`config.mk`:
```
export PLATFORM = sky130hd
export DESIGN_NAME = servo_bank
export DESIGN_NICKNAME = d
export VERILOG_FILES = /design/src/rtl/servo_pkg.sv /design/src/rtl/servo_channel.sv /design/src/rtl/servo_bank.sv
export SDC_FILE = /design/constraint.sdc
export NUM_CORES = 1
export LEC_CHECK = 0
export CAP_MARGIN = 15
export CORE_MARGIN = 2
export CORE_UTILIZATION = 45
export CTS_BUF_LIST = sky130_fd_sc_hd__clkbuf_16
export CTS_CLUSTER_DIAMETER = 200
export DETAILED_ROUTE_END_ITERATION = 8
export GPL_ROUTABILITY_DRIVEN = 0
export PLACE_DENSITY = 0.61
export REMOVE_ABC_BUFFERS = 1
export SKIP_LAST_GASP = 1
export SLEW_MARGIN = 5
export SYNTH_ARGS = -nofsm -noshare
export SYNTH_HDL_FRONTEND = slang
export SYNTH_SLANG_ARGS = --single-unit
```
`constraint.sdc`:
```
create_clock -name clk -period 6 [get_ports clk]
set_clock_uncertainty 0.1 [all_clocks]
set_input_delay 1.8 -clock clk [delete_from_list [all_inputs] [get_ports clk]]
set_output_delay 1.8 -clock clk [all_outputs]
set_load 0.1 [all_outputs]
```
`src/rtl/servo_pkg.sv`:
```
// Shared helpers for servo/PWM blocks: counter widths and the width clamp.
// Latency: none (types and functions only).
// Backpressure: none.
package servo_pkg;

    localparam int CLAMP_W = 32;

    // Bits needed to hold 0..n-1, never less than one.
    function automatic int cnt_w(input int n);
        return (n > 1) ? $clog2(n) : 1;
    endfunction

    // Prescaler width for a given clk-per-tick divider.
    function automatic int tick_w(input int clk_div);
        return cnt_w(clk_div);
    endfunction

    // Saturate a requested width at a limit (e.g. a full frame).
    function automatic logic [CLAMP_W-1:0] clamp_max(input logic [CLAMP_W-1:0] v,
                                                     input logic [CLAMP_W-1:0] lim);
        return (v > lim) ? lim : v;
    endfunction

endpackage

```
`src/rtl/servo_channel.sv`:
```
// One servo channel: target/active/enable regs and the pulse compare; ramp when SERVO_RAMP_EN.
// Latency: width change visible one clk after the next frame boundary; enable latched on write.
// Backpressure: none, writes are always accepted.
module servo_channel
    import servo_pkg::*;
#(
    parameter int W      = 14,
    parameter int PERIOD = 10000,
    parameter int STEP   = 16
) (
    input  logic         clk,
    input  logic         rst,
    input  logic         wr,
    input  logic [W-1:0] wr_data,
    input  logic         wr_en,
    input  logic         fb,
    input  logic [W-1:0] tcnt,
    output logic         pulse
);

    logic [W-1:0] target;
    logic [W-1:0] active;
    logic [W-1:0] active_nxt;
    logic         en;

    // Host write: width saturates at a full frame, enable takes effect at once.
    always_ff @(posedge clk) begin
        if (rst) begin
            target <= '0;
            en     <= 1'b0;
        end else if (wr) begin
            target <= W'(clamp_max(CLAMP_W'(wr_data), CLAMP_W'(PERIOD)));
            en     <= wr_en;
        end
    end

`ifdef SERVO_RAMP_EN
    localparam logic [W-1:0] STEP_W = W'(STEP);

    // Slew toward target by at most STEP per frame; a disabled channel snaps
    // to target so re-enabling never sweeps from a stale width.
    always_comb begin
        active_nxt = target;
        if (en) begin
            if ((target > active) && ((target - active) > STEP_W)) begin
                active_nxt = active + STEP_W;
            end else if ((active > target) && ((active - target) > STEP_W)) begin
                active_nxt = active - STEP_W;
            end
        end
    end
`else
    // Step size only matters for ramping; tie it off in the direct build.
    logic [31:0] unused_step;
    assign unused_step = STEP;
    assign active_nxt  = target;
`endif

    // Active width only changes on a frame boundary, so pulses never glitch.
    always_ff @(posedge clk) begin
        if (rst) begin
            active <= '0;
        end else if (fb) begin
            active <= active_nxt;
        end
    end

    // Registered compare drives the pin directly.
    always_ff @(posedge clk) begin
        if (rst) begin
            pulse <= 1'b0;
        end else begin
            pulse <= en && (tcnt < active);
        end
    end

endmodule

```
`src/rtl/servo_bank.sv`:
```
// N-channel servo pulse generator: shared prescaler/frame counter, per-channel compare (ramp via SERVO_RAMP_EN).
// Latency: write -> pin at next frame boundary + 1 clk; frame_sync one clk after the boundary.
// Backpressure: none; writes to channels >= NCH are dropped.
module servo_bank
    import servo_pkg::*;
#(
    parameter int NCH     = 4,
    parameter int W       = 14,
    parameter int CLK_DIV = 50,
    parameter int PERIOD  = 10000,
    parameter int STEP    = 16,
    localparam int AW     = cnt_w(NCH)
) (
    input  logic           clk,
    input  logic           rst,
    input  logic           in_wr,
    input  logic [AW-1:0]  in_addr,
    input  logic [W-1:0]   in_data,
    input  logic           in_en,
    output logic [NCH-1:0] servo_out,
    output logic           frame_sync
);

    localparam int PW = tick_w(CLK_DIV);

    logic [PW-1:0] pre;
    logic [W-1:0]  tcnt;
    logic          tick;
    logic          fb;

    assign tick = (pre == PW'(CLK_DIV - 1));
    assign fb   = tick && (tcnt == W'(PERIOD - 1));

    // Prescaler: one tick every CLK_DIV clocks, on its last count.
    always_ff @(posedge clk) begin
        if (rst) begin
            pre <= '0;
        end else if (tick) begin
            pre <= '0;
        end else begin
            pre <= pre + PW'(1);
        end
    end

    // Tick counter: position within the frame, wraps at PERIOD.
    always_ff @(posedge clk) begin
        if (rst) begin
            tcnt <= '0;
        end else if (tick) begin
            tcnt <= (tcnt == W'(PERIOD - 1)) ? '0 : tcnt + W'(1);
        end
    end

    // Frame start marker, aligned with tcnt returning to zero.
    always_ff @(posedge clk) begin
        if (rst) begin
            frame_sync <= 1'b0;
        end else begin
            frame_sync <= fb;
        end
    end

    for (genvar i = 0; i < NCH; i++) begin : g_ch
        logic sel;
        assign sel = in_wr && (in_addr == AW'(i));

        servo_channel #(
            .W      (W),
            .PERIOD (PERIOD),
            .STEP   (STEP)
        ) u_ch (
            .clk     (clk),
            .rst     (rst),
            .wr      (sel),
            .wr_data (in_data),
            .wr_en   (in_en),
            .fb      (fb),
            .tcnt    (tcnt),
            .pulse   (servo_out[i])
        );
    end

endmodule

```
==> out/results.txt <==
Post-synth EDFFs: 0
CP Data Arrival Time: 3.98 ns
Number of global-route vias before repair: 4,712
Reg-to-reg startpoint: tcnt[8]
PD cells: 290 nW/µm²
Reg2reg end: g_ch[1].u_ch.active[9]
Leak pwr: 2.64 nW
Worst-Margin Slew: 0.986 ns
H-Tree Depth: 4
Final core area utilization: 53.0%
Nets: 817
Post-DP HPWL: 10,000 µm
GR Overflow Total: 0
Clk slew on worst S/H paths: 0.06 ns
DRC: 0
XOR/XNOR Fraction of Synth Area: 2.26%
Setup crit start kind: input port
Placement Setup Slack: 1.76 ns
Max VDD drop: 166 µV
CP startpoint: in_data[0]
Clk_lat worst skew: 0.42 ns
Post-Syn Area: 6210 µm²
Total of max-cap violations: 0
Cell chain of the critical path: clkdlybuf4s50_1, or4_1, o21ai_0, a31o_2, nor2b_1, a211oi_1
Setup CP Type: in2reg
Max Slew Vio Count: 0
Fmax: 261 MHz
YS warnings: 0
Ratio of final minimum period to clock period: 64.0%
ANT cells: 0
Most common cell in the netlist: dfxtp_1
#FFs+latches synth: 141
Maximum buffer depth of the clock tree: 2
Setup crit end kind: flip-flop
Slew HR: 34.3%
Post-synthesis async set-or-reset flop share: 0%
Min Tclk post-route: 3.84 ns
Cts repair resizes: 0
GRT Overall Usage: 21.7%
Post-Synthesis Cells: 733
Share of layout cells above drive strength 1: 5.18%
Final ANT Viol Nets: 0
Combinational family with the most area after synthesis: simple AND/OR/NAND/NOR gates
Starting Density: 46.5%
RSZ-0062 raised after global routing: no
Run status: complete, no violations
Worst setup margin: 2.16 ns
CTS buffer count: 17
Setup Buffers After CTS: 0
Core footprint: 13,300 µm²
CP max stage delay: 0.57 ns
Worst EP required: 6.15 ns
Mux contribution to synthesized area: 0%
Yosys top cell area share: 45.4%
Critical path endpoint: g_ch[1].u_ch.active_nxt[8]
Adder-cell share of the synthesized area: 11.1%
CP Max Fanout: 20
Fillers: 1,266
Port Buffers: 24
Initial antenna violation count: 0
Netlist cell types: 39
Min Hold Slack: 0.350 ns
Routed vias: 4,953
WL final: 15,000 µm
Starting DRC count in detailed routing: 374
Final hold vios: 0
Reg2Reg Depth: 5
Global-route wire length before repair: 24,300 µm
Area leader, netlist: dfxtp_1
Die Span Y: 121 µm
Sink Count: 141
Die span in x: 121 µm
Final setup violation count: 0
Die Area: 14,800 µm²
Worst min-delay path category: reg2reg
Most used flip-flop cell after synthesis: dfxtp_1
Syn_area_per_cell: 8.48 µm²
CTS tree: built
DRT Pass-1 Iters: 5
Drt wl/cell: 16.1 µm
R2R Setup Slk: 3.04 ns
Worst path slowest cell: or4_1
Hold_buf cts: 0
Largest cells by area after synthesis: dfxtp_1 (45%), ha_1 (11%), nand2_1 (8.2%), a21oi_1 (5.1%), inv_1 (3.3%)
Simple-gate portion of the synthesized area: 19.6%
Post-synth top cells: dfxtp_1 (141), nand2_1 (136), a21oi_1 (63)
Post-synthesis sequential area ratio: 45.4%
Rows: 42
Synth Area in Compound Gates: 15.2%
Vias/cell: 5.33
Root Driver: clkbuf_16
Post-route setup TNS: 0 ns
Io pins: 25
Pin count of the biggest net entering global routing: 75
Area growth syn-to-layout: 13.9%
## metal layers
metal  vias up  routed length, µm  GRT usage (%)
met5         -                  0              0
met4         0                244           7.11
met3        22                657           4.65
met2       111               6810           33.9
met1      2317               7260           29.9
li1       2503                  -              -
## worst min-delay path by stage
stage	depth (start not counted)	to	start	slack, ns
finish	2	g_ch[0].u_ch.active[11]	g_ch[0].u_ch.active_nxt[11]	0.35
global route	2	g_ch[3].u_ch.active[12]	g_ch[3].u_ch.active_nxt[12]	0.36
CTS	2	g_ch[3].u_ch.active[12]	g_ch[3].u_ch.active_nxt[12]	0.35
detailed placement	2	g_ch[2].u_ch.active[5]	g_ch[2].u_ch.active_nxt[5]	0.34
global placement	2	g_ch[0].u_ch.active[5]	g_ch[0].u_ch.active_nxt[5]	0.34
floorplan	2	g_ch[0].u_ch.pulse	g_ch[0].u_ch.en	0.32
## final cells by class
class	instances	area, µm²	share of cell area (%)
Clock buffer	17	425	6.01
Clock inverter	13	134	1.89
Inverter	54	203	2.86
Multi-Input combinational cell	500	3010	42.5
Sequential cell	141	2820	39.9
Tap cell	176	220	3.11
Timing Repair Buffer	28	265	3.75
## cells in the final DEF, fill, tap and decap left out, types with 2 or more instances in the layout
master	synthesis	routed
a211oi_1	16	16
a21o_1	13	12
a21oi_1	63	63
a221oi_1	4	4
a22o_1	4	4
and2_1	3	3
and3_1	8	8
and4_1	5	5
buf_4	5	4
bufinv_16	0	3
clkbuf_16	0	17
clkdlybuf4s50_1	0	23
clkinv_1	0	5
clkinv_2	0	2
dfxtp_1	141	141
ha_1	55	55
inv_1	54	56
nand2_1	136	136
nand3_1	28	28
nand3b_1	2	2
nand4_1	8	8
nor2_1	37	36
nor2b_1	14	14
nor3_1	10	10
o21ai_0	35	35
o21ai_1	30	30
or2_2	2	2
xnor2_1	4	4
xor2_1	12	12
## cells by family (layout without fill, tap and decap cells)
family,count (synthesis),in the layout
buffers and inverters,92,112
XOR/XNOR,16,16
AND/OR/NAND/NOR,262,262
flip-flops,141,141
adder cells (fa/ha/maj),55,55
AO/OA/AOI/OAI,167,167
## stage by stage
step / total power [mW] / area (µm²) / std cells
finish: 2.05 / 7080 / 929
global route: 2.13 / 7080 / 929
CTS: 2.07 / 7080 / 929
detailed placement: 1.07 / 6520 / 899
global placement: 1.06 / 6520 / 899
floorplan: 1.02 / 6020 / 695
## critical path, delay by kind of cell
family	cells	cell delay, ns
buffers and inverters	1	0.49
AO/OA/AOI/OAI	3	0.79
AND/OR/NAND/NOR	2	0.89
## registers in the layout, indices dropped and copies added, names as in the netlist
name	cells
g_ch.u_ch.active	56
g_ch.u_ch.active_nxt	56
tcnt	14
pre	6
g_ch.u_ch.en	4
g_ch.u_ch.pulse	4
frame_sync	1
## where the power goes
group | switching (mW) | internal (mW) | total, mW
Clock | 0.374 | 0.635 | 1.01
Combinational | 0.0557 | 0.0291 | 0.0848
Sequential | 0.00890 | 0.952 | 0.961
Note: power is estimated with default switching activity, not from simulation.
==> edit 1, RTL diff (config.mk and constraints unchanged) <==
Register the inputs `in_wr`, `in_addr`, `in_data` and `in_en` before use. The logic sees them one clock later.
--- a/src/rtl/servo_bank.sv
+++ b/src/rtl/servo_bank.sv
@@ -22,6 +22,18 @@
 );
 
     localparam int PW = tick_w(CLK_DIV);
+
+    logic in_wr_q;
+    logic [AW-1:0] in_addr_q;
+    logic [W-1:0] in_data_q;
+    logic in_en_q;
+
+    always_ff @(posedge clk) begin
+        in_wr_q   <= in_wr;
+        in_addr_q <= in_addr;
+        in_data_q <= in_data;
+        in_en_q   <= in_en;
+    end
 
     logic [PW-1:0] pre;
     logic [W-1:0]  tcnt;
@@ -62,7 +74,7 @@
 
     for (genvar i = 0; i < NCH; i++) begin : g_ch
         logic sel;
-        assign sel = in_wr && (in_addr == AW'(i));
+        assign sel = in_wr_q && (in_addr_q == AW'(i));
 
         servo_channel #(
             .W      (W),
@@ -72,8 +84,8 @@
             .clk     (clk),
             .rst     (rst),
             .wr      (sel),
-            .wr_data (in_data),
-            .wr_en   (in_en),
+            .wr_data (in_data_q),
+            .wr_en   (in_en_q),
             .fb      (fb),
             .tcnt    (tcnt),
             .pulse   (servo_out[i])
Formal check against the unedited RTL: no difference found for any inputs over 10 cycles, from zero or initial values and one cycle with rst high; that may be too few to reach the edited logic, so the function may still have changed.
==> edit 1 against the unedited design <==
Area after synthesis is 5.8% higher. Sequential cell count is 18 higher. Die area is 5.6% higher. Power is 15% higher. Non-clock buffer count is 1 higher. Design area is 6.6% higher. Count of clock-buffer cells in the layout stayed put. Wire length is 6.2% lower. Worst setup slack better by 0.094 ns. Critical endpoint is now frame_sync.
==> edit 1: results (changes against the unedited design) <==
| Quantity | Value | Delta |
| --- | --- | --- |
| Result of the run | completed | unchanged |
| Post-synthesis xor/xnor area fraction | 2.13% | was 2.26% |
| Detail-routed via count per cell | 5.23 | was 5.33 |
| Maximum net fanout on the critical path | 1 | was 20 |
| Worst-path cell with the longest stage delay | clkdlybuf4s50_1 | was or4_1 |
| Via count of the first global-routing pass | 4785 | was 4712 |
| Slack of the critical path | 2.26 ns | was 2.16 ns |
| Predominant post-synthesis flop cell | dfxtp_1 | unchanged |
| Relative slew slack | 35.8% | was 34.3% |
| Total half-perimeter wirelength after legalization and detailed placement | 9510 um | was 10000 um |
| GR Layer Usage met1 | 25.9% | was 29.9% |
| Detailed-route wire length on metal 1 | 6940 um | was 7260 um |
| Met3 capacity usage during global routing | 3.52% | was 4.65% |
| Total of fill cells in the finished design | 1360 | was 1266 |
| Initial detailed-routing violation count | 292 | was 374 |
| Routed wirelength normalized by instance count | 14.7 um | was 16.1 um |
| Main area contributors after synthesis | dfxtp_1 (48%), ha_1 (10%), nand2_1 (7.8%), a21oi_1 (4.8%), inv_1 (3.1%) | was dfxtp_1 (45%), ha_1 (11%), nand2_1 (8.2%), a21oi_1 (5.1%), inv_1 (3.3%) |
| Number of port buffers | 24 | unchanged |
| Number of nets in the layout | 836 | was 817 |
| Multiplexer fraction of the synthesized cell area | 0% | unchanged |
| First-pass GRT wire length | 23800 um | was 24300 um |
| Share of post-route cells with drive strength above 1 | 5.68% | was 5.18% |
| Post-CTS Hold Fix Bufs | 0 | unchanged |
| Warnings from Yosys | 0 | unchanged |
| Max rail drop VDD | 0.178 mV | was 0.166 mV |
| Int Power | 1.88 mW | was 1.62 mW |
| Adder-cell share of the synthesized area | 10.5% | was 11.1% |
| Count of TritonRoute iterations in the first routing pass | 5 | unchanged |
| CP top delay family | buffers and inverters | was simple AND/OR/NAND/NOR gates |
| R2R setup slack | 2.79 ns | was 3.04 ns |
| Leakage | 2.86 nW | was 2.64 nW |
| Post-CTS resize count | 0 | unchanged |
| CP arrival | 1.84 ns | was 3.98 ns |
| Sum of met2 wire segment lengths after detailed routing | 6330 um | was 6810 um |
| Global router's overall resource usage | 19.0% | was 21.7% |
| Met3 wire len | 533 um | was 657 um |
| Synthesized-area fraction occupied by ao, oa, aoi and oai cells | 14.4% | was 15.2% |
| Worst min-delay path category | register to register | unchanged |
| Dpl cell area | 6880 um^2 | was 6520 um^2 |
| Total inserted antenna cells | 0 | unchanged |
| Count of H-tree levels built during CTS | 4 | unchanged |
| Power consumed by sequential cells | 1.09 mW | was 0.961 mW |
| Highest cell delay on the worst timing path | 1.12 ns | was 0.57 ns |
| Source-to-sink clock delay at the later pin of the worst-skew pair | 0.42 ns | about the same |
| Met2 GRT Util | 30.0% | was 33.9% |
| Clock network fraction of total power | 50.4% | was 49.1% |
| Leading post-synthesis cells by instance count | dfxtp_1 (159), nand2_1 (136), a21oi_1 (63) | was dfxtp_1 (141), nand2_1 (136), a21oi_1 (63) |
| Pwr Density | 313 nW/um^2 | was 290 nW/um^2 |
| Proportion of synthesized chip area in sequential cells | 48.4% | was 45.4% |
## edit 1: cell type report
type | instances | area share [%]
Inverter | 54 | 2.69
Multi-Input combinational cell | 500 | 39.8
Clock buffer | 17 | 5.64
Sequential cell | 159 | 42.2
Clock inverter | 15 | 2.99
Timing Repair Buffer | 29 | 3.67
Tap cell | 184 | 3.05
## edit 1: stage by stage
stage                     hold slack (ns)  util [%]  instances
after global placement              0.331      47.7        925
after detailed placement            0.339      47.7        925
after CTS                           0.353      52.2        957
after floorplan                     0.325         -        713
after global routing                0.363      52.3        958
final                               0.347      52.3        958
## edit 1: worst paths after layout
| check | startpoint | end | depth (start not counted) |
|---|---|---|---|
| worst max-delay path | frame_sync | frame_sync | 1 |
| worst min-delay path | g_ch[0].u_ch.active_nxt[1] | g_ch[0].u_ch.active[1] | 2 |
| worst max register to register | tcnt[11] | g_ch[1].u_ch.active[11] | 6 |
| worst min register to register | g_ch[0].u_ch.active_nxt[1] | g_ch[0].u_ch.active[1] | 2 |
==> edit 2, RTL diff (same flow settings) <==
Without the edit above. `PERIOD` is set to 10000 in 2 places; all go to 5000.
--- a/src/rtl/servo_channel.sv
+++ b/src/rtl/servo_channel.sv
@@ -5,7 +5,7 @@
     import servo_pkg::*;
 #(
     parameter int W      = 14,
-    parameter int PERIOD = 10000,
+    parameter int PERIOD = 5000,
     parameter int STEP   = 16
 ) (
     input  logic         clk,
--- a/src/rtl/servo_bank.sv
+++ b/src/rtl/servo_bank.sv
@@ -7,7 +7,7 @@
     parameter int NCH     = 4,
     parameter int W       = 14,
     parameter int CLK_DIV = 50,
-    parameter int PERIOD  = 10000,
+    parameter int PERIOD  = 5000,
     parameter int STEP    = 16,
     localparam int AW     = cnt_w(NCH)
 ) (
Behaviour: no difference found for any inputs over 10 cycles, from zero or initial values and one cycle with rst high; that may be too few to reach the edited logic, so the function may still have changed.
==> edit 2 against the unedited design <==
Design area is 0.73% higher. Synthesized cell count is 10% lower. Critical path depth stayed put. Worst setup slack worse by 0.19 ns. Area after synthesis is 0.56% lower. Utilization is 0.38 points higher. Power is 6.5% higher. Sequential cell count stayed put. Wire length is 2.3% higher.
==> edit 2: results (changes against the unedited design) <==
| Quantity | Value | Delta |
| --- | --- | --- |
| Total number of multi-input combinational cells | 426 | was 500 |
| Number of distinct standard cells referenced by the synthesized netlist | 41 | was 39 |
| Maximum net fanout on the critical path | 56 | was 20 |
| Main area contributors after synthesis | dfxtp_1 (46%), ha_1 (11%), a22o_1 (7.9%), nand3_1 (3.6%), a21oi_1 (3.4%) | was dfxtp_1 (45%), ha_1 (11%), nand2_1 (8.2%), a21oi_1 (5.1%), inv_1 (3.3%) |
| Final Routed Wirelength | 15300 um | was 15000 um |
| Leading post-synthesis cells by instance count | dfxtp_1 (141), a22o_1 (56), inv_1 (56) | was dfxtp_1 (141), nand2_1 (136), a21oi_1 (63) |
| Result of the run | completed | unchanged |
| Max rail drop VDD | 0.190 mV | was 0.166 mV |
| Proportion of synthesized chip area in sequential cells | 45.7% | was 45.4% |
| Initial antenna violation count | 0 | unchanged |
| Combined area of the multi-input logic cells | 2940 um^2 | was 3010 um^2 |
| Number of nets in the layout | 747 | was 817 |
| Dpl cell area | 6480 um^2 | was 6520 um^2 |
| Leakage | 2.74 nW | was 2.64 nW |
| Highest cell delay on the worst timing path | 0.99 ns | was 0.57 ns |
| Count of plain and timing-repair buffers | 30 | was 28 |
| Buffer type at the clock tree root | clkbuf_16 | unchanged |
| Total half-perimeter wirelength after legalization and detailed placement | 10500 um | was 10000 um |
| Async set or reset register ratio after synthesis | 0% | unchanged |
| Global router's overall resource usage | 22.5% | was 21.7% |
| Maximum number of pins on one net before global-route repair | 57 | was 75 |
| Initial detailed-routing violation count | 323 | was 374 |
| Switching fraction of total power | 21.8% | was 21.3% |
| Total of fill cells in the finished design | 1252 | was 1266 |
| Power consumed by sequential cells | 0.957 mW | was 0.961 mW |
| Relative contribution of combinational cells to total power | 3.5% | was 4.1% |
| CP arrival | 4.30 ns | was 3.98 ns |
| ClkCell Share | 9.06% | was 7.90% |
| Logic inverters | 56 | was 54 |
| Via count of the first global-routing pass | 4725 | was 4712 |
| Worst-path cell with the longest stage delay | o21a_2 | was or4_1 |
| Non-clock buffering overhead in the final layout | 4.00% | was 3.75% |
| Least-Margin Pin Slew | 1.14 ns | was 0.986 ns |
| Share of post-route cells with drive strength above 1 | 7.15% | was 5.18% |
==> edit 2: logic make-up (layout without fill, tap and decap cells) <==
| group | after synthesis | after routing | share of synthesized area [%] |
|---|---|---|---|
| AO/OA/AOI/OAI | 181 | 181 | 20.0 |
| AND/OR/NAND/NOR | 174 | 174 | 14.1 |
| flip-flops | 141 | 141 | 45.7 |
| buffers and inverters | 93 | 118 | 6.79 |
| adder cells (fa/ha/maj) | 55 | 55 | 11.1 |
| XOR/XNOR | 15 | 15 | 2.13 |
| multiplexers | 1 | 1 | 0.182 |
==> edit 2: final timing paths <==
kind                   startpoint  depth (start not counted)                       to  slack [ns]
setup / recovery              rst                          6   g_ch[2].u_ch.active[1]        1.97
hold / removal    g_ch[1].u_ch.en                          2          g_ch[1].u_ch.en        0.35
setup reg to reg         tcnt[12]                          5  g_ch[1].u_ch.active[12]        2.76
hold reg to reg   g_ch[1].u_ch.en                          2          g_ch[1].u_ch.en        0.35
==> edit 2: routing by layer <==
metal  vias up  GRT usage [%]  routed length [um]
li1       2386              -                   -
met1      2256           29.5                7030
met2       106           36.0                7120
met3        22           5.17                 872
met4         0           8.91                 282
met5         -              0                   0
==> edit 2: per-stage QoR <==
stage / total power [mW] / setup WS (ns) / std cells / util [%]
6_report: 2.19 / 1.97 / 861 / 53.4
5_1_grt: 2.25 / 1.82 / 861 / 53.4
4_1_cts: 2.20 / 1.97 / 861 / 53.4
3_5_place_dp: 1.05 / 1.53 / 829 / 48.6
3_3_place_gp: 1.05 / 1.55 / 829 / 48.6
2_1_floorplan: 1.01 / 2.02 / 623 / -
==> edit 2: critical path: cells and delay by family <==
family / cells / cell delay (ns)
compound gates: 2 / 1.27
buf+inv: 4 / 1.18
